$ cat config.mk
export PLATFORM = sky130hd
export DESIGN_NAME = seg_scan_decoder
export DESIGN_NICKNAME = d
export VERILOG_FILES = /design/src/rtl/seg_scan_decoder.sv
export SDC_FILE = /design/constraint.sdc
export NUM_CORES = 1
export LEC_CHECK = 0
export CAP_MARGIN = 20
export CORE_ASPECT_RATIO = 0.8
export CORE_MARGIN = 2
export CORE_UTILIZATION = 30
export CTS_CLUSTER_SIZE = 20
export DETAILED_ROUTE_END_ITERATION = 12
export REMOVE_ABC_BUFFERS = 1
export SKIP_LAST_GASP = 1
export SLEW_MARGIN = 20
export SYNTH_ARGS = -nofsm -noshare
export SYNTH_HDL_FRONTEND = slang
export SYNTH_SLANG_ARGS = --single-unit
$ cat constraint.sdc
create_clock -name clk -period 5 [get_ports clk]
set_input_delay 0.75 -clock clk [delete_from_list [all_inputs] [get_ports clk]]
set_output_delay 0.75 -clock clk [all_outputs]
set_load 0.02 [all_outputs]
$ cat src/rtl/seg_scan_decoder.sv
// seg_scan_decoder: receive side of the multiplexed seven-segment bus.
// Registers the scanned anode/segment pair and waits for each digit to
// settle. It then decodes the active-low pattern back to BCD and publishes
// MM:SS atomically, one complete frame at a time.
module seg_scan_decoder #(
  parameter int SETTLE_CYCLES  = 4,
  parameter int TIMEOUT_CYCLES = 4096,
  parameter int TO_W           = 13
)(
  input  logic       clk,
  input  logic       reset,
  input  logic [3:0] anode,
  input  logic [6:0] segments,
  output logic [3:0] minutes_tens,
  output logic [3:0] minutes_units,
  output logic [3:0] seconds_tens,
  output logic [3:0] seconds_units,
  output logic       frame_valid,
  output logic       seg_err,
  output logic       anode_err,
  output logic       stale
);
  typedef struct packed {
    logic [3:0] anode;
    logic [6:0] seg;
  } pair_t;

  typedef enum logic [1:0] {SAMPLE, SETTLE, HOLD} state_t;

  localparam pair_t           BLANK    = '{anode: 4'hF, seg: 7'h7F};
  localparam logic [7:0]      SETTLE_N = 8'(SETTLE_CYCLES);
  localparam logic [TO_W-1:0] TO_N     = TO_W'(TIMEOUT_CYCLES);

  pair_t           cur, prev;
  logic            change;
  logic [7:0]      dwell, dwell_nx;
  logic            hit, cap;
  state_t          state, state_nx;
  logic [1:0]      sel_idx;
  logic            sel_ok, sel_blank;
  logic [3:0]      dec;
  logic            dec_ok;
  logic            cap_dig, cap_bad;
  logic [TO_W-1:0] to_cnt, to_nx;
  logic            to_hit;
  logic [3:0]      mask;
  logic [3:0][3:0] shadow, digits;

  // Input register plus a copy of the previous registered pair
  always_ff @(posedge clk) begin
    if (reset) begin
      cur  <= BLANK;
      prev <= BLANK;
    end else begin
      cur  <= '{anode: anode, seg: segments};
      prev <= cur;
    end
  end

  assign change = (cur != prev);

  // Dwell = cycles the current registered pair has been held, this one
  // included; it restarts at 1 on a change and saturates so it hits
  // SETTLE_CYCLES exactly once per dwell.
  always_comb begin
    dwell_nx = 8'd1;
    if (!change) dwell_nx = (dwell == 8'hFF) ? dwell : dwell + 8'd1;
  end

  assign hit = (dwell_nx == SETTLE_N);

  // Dwell counter register
  always_ff @(posedge clk) begin
    if (reset) dwell <= '0;
    else       dwell <= dwell_nx;
  end

  // FSM state register
  always_ff @(posedge clk) begin
    if (reset) state <= SAMPLE;
    else       state <= state_nx;
  end

  // FSM next state: any change (re)starts settling, a settle hit parks in HOLD
  always_comb begin
    state_nx = state;
    unique case (state)
      SAMPLE:  if (change) state_nx = hit ? HOLD : SETTLE;
      SETTLE:  if (hit)    state_nx = HOLD;
      HOLD:    if (change) state_nx = hit ? HOLD : SETTLE;
      default: state_nx = SAMPLE;
    endcase
  end

  // FSM output: capture strobe, held off until a first change after reset
  always_comb begin
    cap = hit && ((state != SAMPLE) || change);
  end

  // Digit select and segment decode of the registered pair
  always_comb begin
    sel_idx   = 2'd0;
    sel_ok    = 1'b1;
    sel_blank = 1'b0;
    unique case (cur.anode)
      4'b0111: sel_idx = 2'd3;
      4'b1011: sel_idx = 2'd2;
      4'b1101: sel_idx = 2'd1;
      4'b1110: sel_idx = 2'd0;
      4'b1111: begin sel_ok = 1'b0; sel_blank = 1'b1; end
      default: sel_ok = 1'b0;
    endcase
    dec    = 4'hF;
    dec_ok = 1'b1;
    unique case (cur.seg)
      7'h40:   dec = 4'd0;
      7'h79:   dec = 4'd1;
      7'h24:   dec = 4'd2;
      7'h30:   dec = 4'd3;
      7'h19:   dec = 4'd4;
      7'h12:   dec = 4'd5;
      7'h02:   dec = 4'd6;
      7'h78:   dec = 4'd7;
      7'h00:   dec = 4'd8;
      7'h10:   dec = 4'd9;
      default: dec_ok = 1'b0;
    endcase
  end

  assign cap_dig = cap && sel_ok;
  assign cap_bad = cap && !sel_ok && !sel_blank;
  assign to_nx   = to_cnt + TO_W'(1);
  assign to_hit  = (to_nx == TO_N);

  // Frame assembly, error pulses and timeout; a digit capture beats timeout
  always_ff @(posedge clk) begin
    if (reset) begin
      mask        <= '0;
      shadow      <= '0;
      digits      <= '0;
      frame_valid <= 1'b0;
      seg_err     <= 1'b0;
      anode_err   <= 1'b0;
      stale       <= 1'b1;
      to_cnt      <= '0;
    end else begin
      frame_valid <= 1'b0;
      seg_err     <= cap_dig && !dec_ok;
      anode_err   <= cap_bad;
      to_cnt      <= (cap_dig || to_hit) ? '0 : to_nx;
      if (mask == 4'hF) begin
        digits      <= shadow;
        frame_valid <= 1'b1;
        stale       <= 1'b0;
      end
      if (cap_bad) begin
        mask   <= '0;
        shadow <= '0;
      end else if (cap_dig) begin
        mask            <= ((mask == 4'hF) ? 4'h0 : mask) | (4'b0001 << sel_idx);
        shadow[sel_idx] <= dec;
      end else if (to_hit || mask == 4'hF) begin
        mask <= '0;
      end
      if (to_hit && !cap_dig) stale <= 1'b1;
    end
  end

  assign minutes_tens  = digits[3];
  assign minutes_units = digits[2];
  assign seconds_tens  = digits[1];
  assign seconds_units = digits[0];

endmodule

; Word-level counts from Yosys, hierarchy flattened
; Cells that the tools add are included.
[word_totals]
register_bits = 85
in_bits = 13
output_inout_bits = 20
[op_classes]
n_bitwise = 1
n_mux = 18
shift = 1
add_sub_neg = 2
order_cmp = 2
eq_ne = 23
reduce_logical = 25
[op_table]
columns = op, count
row1 = 4-bit case mux with 10 select lines, 1
row2 = "7-bit by 5-bit equality test with 1-bit output, second input constant", 3
row3 = "7-bit equality test, second input constant", 3
row4 = "4-bit equality test, second input constant", 5
row5 = 16-bit bitwise mux, 1
row6 = 4-bit 2-to-1 mux, 4
row7 = 8-bit 2-to-1 mux, 2
row8 = "7-bit by 6-bit equality test with 1-bit output, second input constant", 2
row9 = "13-bit by 1-bit adder with 13-bit output, second input constant", 1
row10 = "13-bit equality test, second input constant", 1
row11 = 11-bit != test, 1
row12 = 10-bit OR reduction, 1
row13 = "8-bit by 1-bit adder with 8-bit output, second input constant", 1
row14 = 4-bit demux with 2-bit select, 1
row15 = "8-bit by 3-bit equality test with 1-bit output, second input constant", 1
row16 = "8-bit equality test, second input constant", 1
row17 = 2-bit OR reduction, 4
row18 = "7-bit by 2-bit equality test with 1-bit output, second input constant", 1
row19 = 1-bit logical AND, 7
row20 = 7-bit logical NOT, 1
row21 = 2-bit 2-to-1 mux, 3
row22 = 2-bit case mux with 3 select lines, 1
row23 = "4-bit by 3-bit equality test with 1-bit output, second input constant", 1
row24 = 1-bit logical NOT, 4
row25 = 15 further kinds, 21

; Depth between registers and ports, before layout
[logic_depth]
ltp_word = 9
mapped_depth = 9
mapped_depth_nobuf = 7

; Worst setup path after synthesis
; Ideal clock, no wire load.
[synth_path]
path_type = register to register
startpoint = reg dwell[0]
endpoint = reg to_cnt[3]
setup_slack_ns = 2.634
required_time_ns = 4.885
n_path_buf = 1
period_less_slack_ns = 2.366
stages_incl_launch_ff = 9
arrival_ns = 2.250
cell_sequence = dfxtp_1 -> ha_1 -> or4_4 -> nor3_4 -> o221ai_4 -> o41ai_4 -> nand2b_1 -> buf_6 -> nor2_2
[synth_between]
elab_chain_cells = 8
word_cells_on_any_way = 9
classes_between = add/sub (1) / eq/ne (2) / mux (2) / reduce/logical (4)
[synth_lines]
columns = element, line
row1 = from (decl), 36  ; logic [7:0] dwell, dwell_nx;
row2 = from (signal assigned), 75  ; else dwell <= dwell_nx;
row3 = 8-bit by 1-bit adder with 8-bit output or 8-bit equality test (tied branches), 67  ; if (!change) dwell_nx = (dwell == 8'hFF) ? dwell : dwell + 8'd1;
row4 = 8-bit 2-to-1 mux (*) (2 in a row), 67
row5 = 8-bit by 3-bit equality test with 1-bit output (*), 70  ; assign hit = (dwell_nx == SETTLE_N);
row6 = 1-bit logical AND (*), 97  ; cap = hit && ((state != SAMPLE) || change);
row7 = 1-bit logical AND (*), 130  ; assign cap_dig = cap && sel_ok;
row8 = 1-bit logical OR (*), 150  ; to_cnt <= (cap_dig || to_hit) ? '0 : to_nx;
row9 = 2-bit OR reduction (no source line) (*), n/a
row10 = to (signal assigned), 150
row11 = to (decl), 44  ; logic [TO_W-1:0] to_cnt, to_nx;
; Every way passes the cells marked *; elsewhere a longest branch is shown, timed or not.
; A chain may end at the register's enable or synchronous reset.

; Worst setup path after layout
[layout_path]
startpoint = reg dwell[0]
endpoint = reg to_cnt[8]
; The elaborated chain is that of the path after synthesis.

==> flow_summary_export.csv <==
group,metric,value,unit
clock_tree,numClockSinks,85,
logic_synthesis,synth_area,3760,µm²
logic_synthesis,synth_mux_area_share,4.26,%
final_layout,nets,439,
logic_synthesis,async_flop_share,0,%
logic_synthesis,ys_ff_latch,85,
critical_path,start_kind,"flop",
global_routing,overflow,0,
drt,drc,0,
logic_synthesis,yosys-top-cells-area,"dfxtp_1 45%, nand2_1 5.3%, mux2i_1 4.3%",
sta,finalHoldViolCount,0,
critical_path,cp_top_family,"simple AND/OR/NAND/NOR gates",
critical_path,crit_buf_inv,0,
logic_synthesis,synth-xor-area-share,6.03,%
sta,fin_skew,0.00422,ns
clock_tree,clk_latency,0.35,ns
critical_path,r2r_cells,7,
placed_design,io_buffer_count,32,
floorplanning,core-area,12200,µm²
floorplanning,start_util,30.8,%
logic_synthesis,synth_edf_count,0,
clock_tree,numCtsBuffers,9,
floorplanning,ios,33,
final_layout,nFillCells,1237,
clock_tree,htree_levels,3,
sta,finalMaxSlewViolations,0,
logic_synthesis,yosys.area_share.simple,27.7,%
global_routing,first_global_vias,2655,
clock_tree,cts.clk_slew.worst_paths,0.06,ns
floorplanning,placementRows,36,
critical_path,critPathMaxStageDelay,0.49,ns
placed_design,place_ws,2.21,ns
drt,via_count,2776,
drt,ant_nets,0,
placed_design,dp_hpwl,5.21,mm
sta,tightest_slew,0.723,ns
logic_synthesis,synth.avg_cell_area,9.37,µm²
logic_synthesis,yosysWarnings,0,
final_layout,seq_area,1700,µm²
drt,routed_wl,7.59,mm
clock_tree,postCtsResizedCells,0,
logic_synthesis,synth_compound_area_share,12.3,%
sta,fin_crit,2.76,ns
logic_synthesis,synth_top_family_by_area,"simple AND/OR/NAND/NOR gates",
logic_synthesis,yosysTopAreaCell,"dfxtp_1",
pwr,peakVddDrop,0.000157,V
sta,relSlewSlack,51.8,%
pwr,leakage,1.52,nW
global_routing,grt_usage,12.0,%
critical_path,path_class,"flop to flop",
logic_synthesis,synth_top_area_share,45.3,%
clock_tree,clk_path_buf_depth,2,
global_routing,grt_max_degree,45,
floorplanning,die_area,13400,µm²
sta,setup_viol,0,
critical_path,crit_arrival,2.98,ns
floorplanning,chipWidth,129,µm
final_layout,multiInputGateArea,1930,µm²
global_routing,grt_pass1_wl,12.9,mm
worst_hold_path,hold_path.class,"flop to flop",
sta,fmax,0.362,GHz
drt,first_iter_violations,199,
final_layout,num_antenna_cells,0,
critical_path,cp.depth,7,
final_layout,syn_to_final_growth,19.2,%
critical_path,crit_slowest_cell,"o41ai_4",
logic_synthesis,synth_cells,401,
drt,first_pass_iters,4,
placed_design,gp_congestion,0.901,
drt,via_per_inst,4.63,
sta,setup_ws,2.24,ns
critical_path,required,5.22,ns
sta,final.setup.tns,0,ns
sta,whs,0.456,ns
sta,rsz0062_at_grt,"false",
clock_tree,cts_hold_buf,0,
critical_path,worstSetupEndpointType,"flop",
clock_tree,cts_tree,"yes",
final_layout,drive_above_1_share,16.1,%
floorplanning,die_h,104,µm
critical_path,cp_max_fo,8,
logic_synthesis,synth_ff_type,"dfxtp_1",
clock_tree,post_cts_buffers,0,
drt,wl_per_cell,12.7,µm
logic_synthesis,netlist-cell-type-count,67,
sta,period_share,55.2,%
logic_synthesis,synthAdderAreaFrac,0.932,%
worst_hold_path,hold_depth,2,
status,outcome,"completed",
critical_path,worstPathCellList,"ha_1, or4_4, nor3_4, o221ai_4, o41ai_4, nand2b_1, nor2_2",
logic_synthesis,ys_seq_area_share,45.3,%
pwr,power_density,312,nW/µm²
global_routing,grt_antenna_before_repair,0,
job,max_cap_viol_count,0,
clock_tree,root_buffer,"clkbuf_16",
sequential cells by signal (all words and copies together), names as in the netlist:
name,count
shadow,16
to_cnt,13
cur,11
prev,11
dwell,8
mask,4
minutes_tens,4
minutes_units,4
seconds_tens,4
seconds_units,4
state,2
anode_err,1
frame_valid,1
seg_err,1
stale,1
report_power, final:
| part | internal [mW] | switching [mW] |
|---|---|---|
| Sequential | 0.689 | 0.0146 |
| Combinational | 0.0316 | 0.0337 |
| Clock | 0.352 | 0.278 |
| Total | 1.07 | 0.326 |
area by class of cell:
cell class              count  share of cell area [%]
multi-input cells         290                    43.0
flip-flops and latches     85                    38.0
repair buffers             34                    7.65
clock buffers              10                    5.33
well taps                 171                    4.77
clock inverters             6                   0.977
inverters                   4                   0.335
path summary, 6_finish.rpt:
| check | from | endpoint | slack [ns] |
|---|---|---|---|
| setup reg to reg | dwell[0] | to_cnt[8] | 2.24 |
| setup / recovery | dwell[0] | to_cnt[8] | 2.24 |
| hold reg to reg | seconds_units[0] | seconds_units[0] | 0.46 |
| hold / removal | seconds_units[0] | seconds_units[0] | 0.46 |
synthesized netlist by cell type, types with 2 or more instances:
master    instances
nor3_1            7
a311oi_1          2
o21ai_1           3
nand4_1           5
and4_1            4
o31ai_1           5
nor4_2            2
nand3_1          10
nand2_1          53
xor2_1           18
nor2_2            9
mux2i_1          16
nand4b_1          4
o211ai_1          2
or2_2            21
xnor2_1           6
nor2_1           30
dfxtp_1          85
buf_6             2
buf_2             4
a21oi_1          26
a31oi_1           3
nor4_4            3
and2_2            3
nor4_1            4
a21oi_2           2
nand2b_1          6
o21ai_0           4
a221oi_1          2
and4b_1           2
clkbuf_1         13
inv_1             4
ha_1              2
and3_1            6
through the flow:
step	total power, mW	std cells	cell area, µm²	utilization, %
after CTS	1.42	599	4470	36.6
after floorplan	0.758	379	3640	-
after global routing	1.46	600	4480	36.7
after global placement	0.782	583	4180	34.3
after detailed placement	0.784	583	4180	34.3
final	1.40	600	4480	36.7
cell families after synthesis:
kind of cell | Yosys count
simple gates | 182
flops | 85
compound gates | 64
buf+inv | 26
xor+xnor | 25
mux | 16
fa+ha+maj | 3
worst min-delay path: stages (launching register included):
cell and delay, ns:
dfxtp_1 0.31, nand2_1 0.05, a21oi_1 0.05
per-layer routing:
metal / GRT usage [%] / routed length, µm / part of all wire (%)
met3: 4.84 / 384 / 5.1
met4: 3.34 / 79 / 1.0
met2: 17.1 / 3170 / 42
met5: 0 / 0 / 0
met1: 16.8 / 3960 / 52
cells in the final DEF (no fill, tap or decap), types with 5 or more instances in the layout:
cell and instances:
dfxtp_1 85, xnor2_1 6, clkbuf_16 9, nor3_1 7, nand2b_1 6, mux2i_1 16
nand4_1 5, nand3_1 10, and3_1 6, nand2_1 53, nor2_1 30, xor2_1 18
nor2_2 9, clkdlybuf4s50_1 32, or2_2 21, a21oi_1 26, o31ai_1 5
Note: power is estimated with default switching activity, not from simulation.
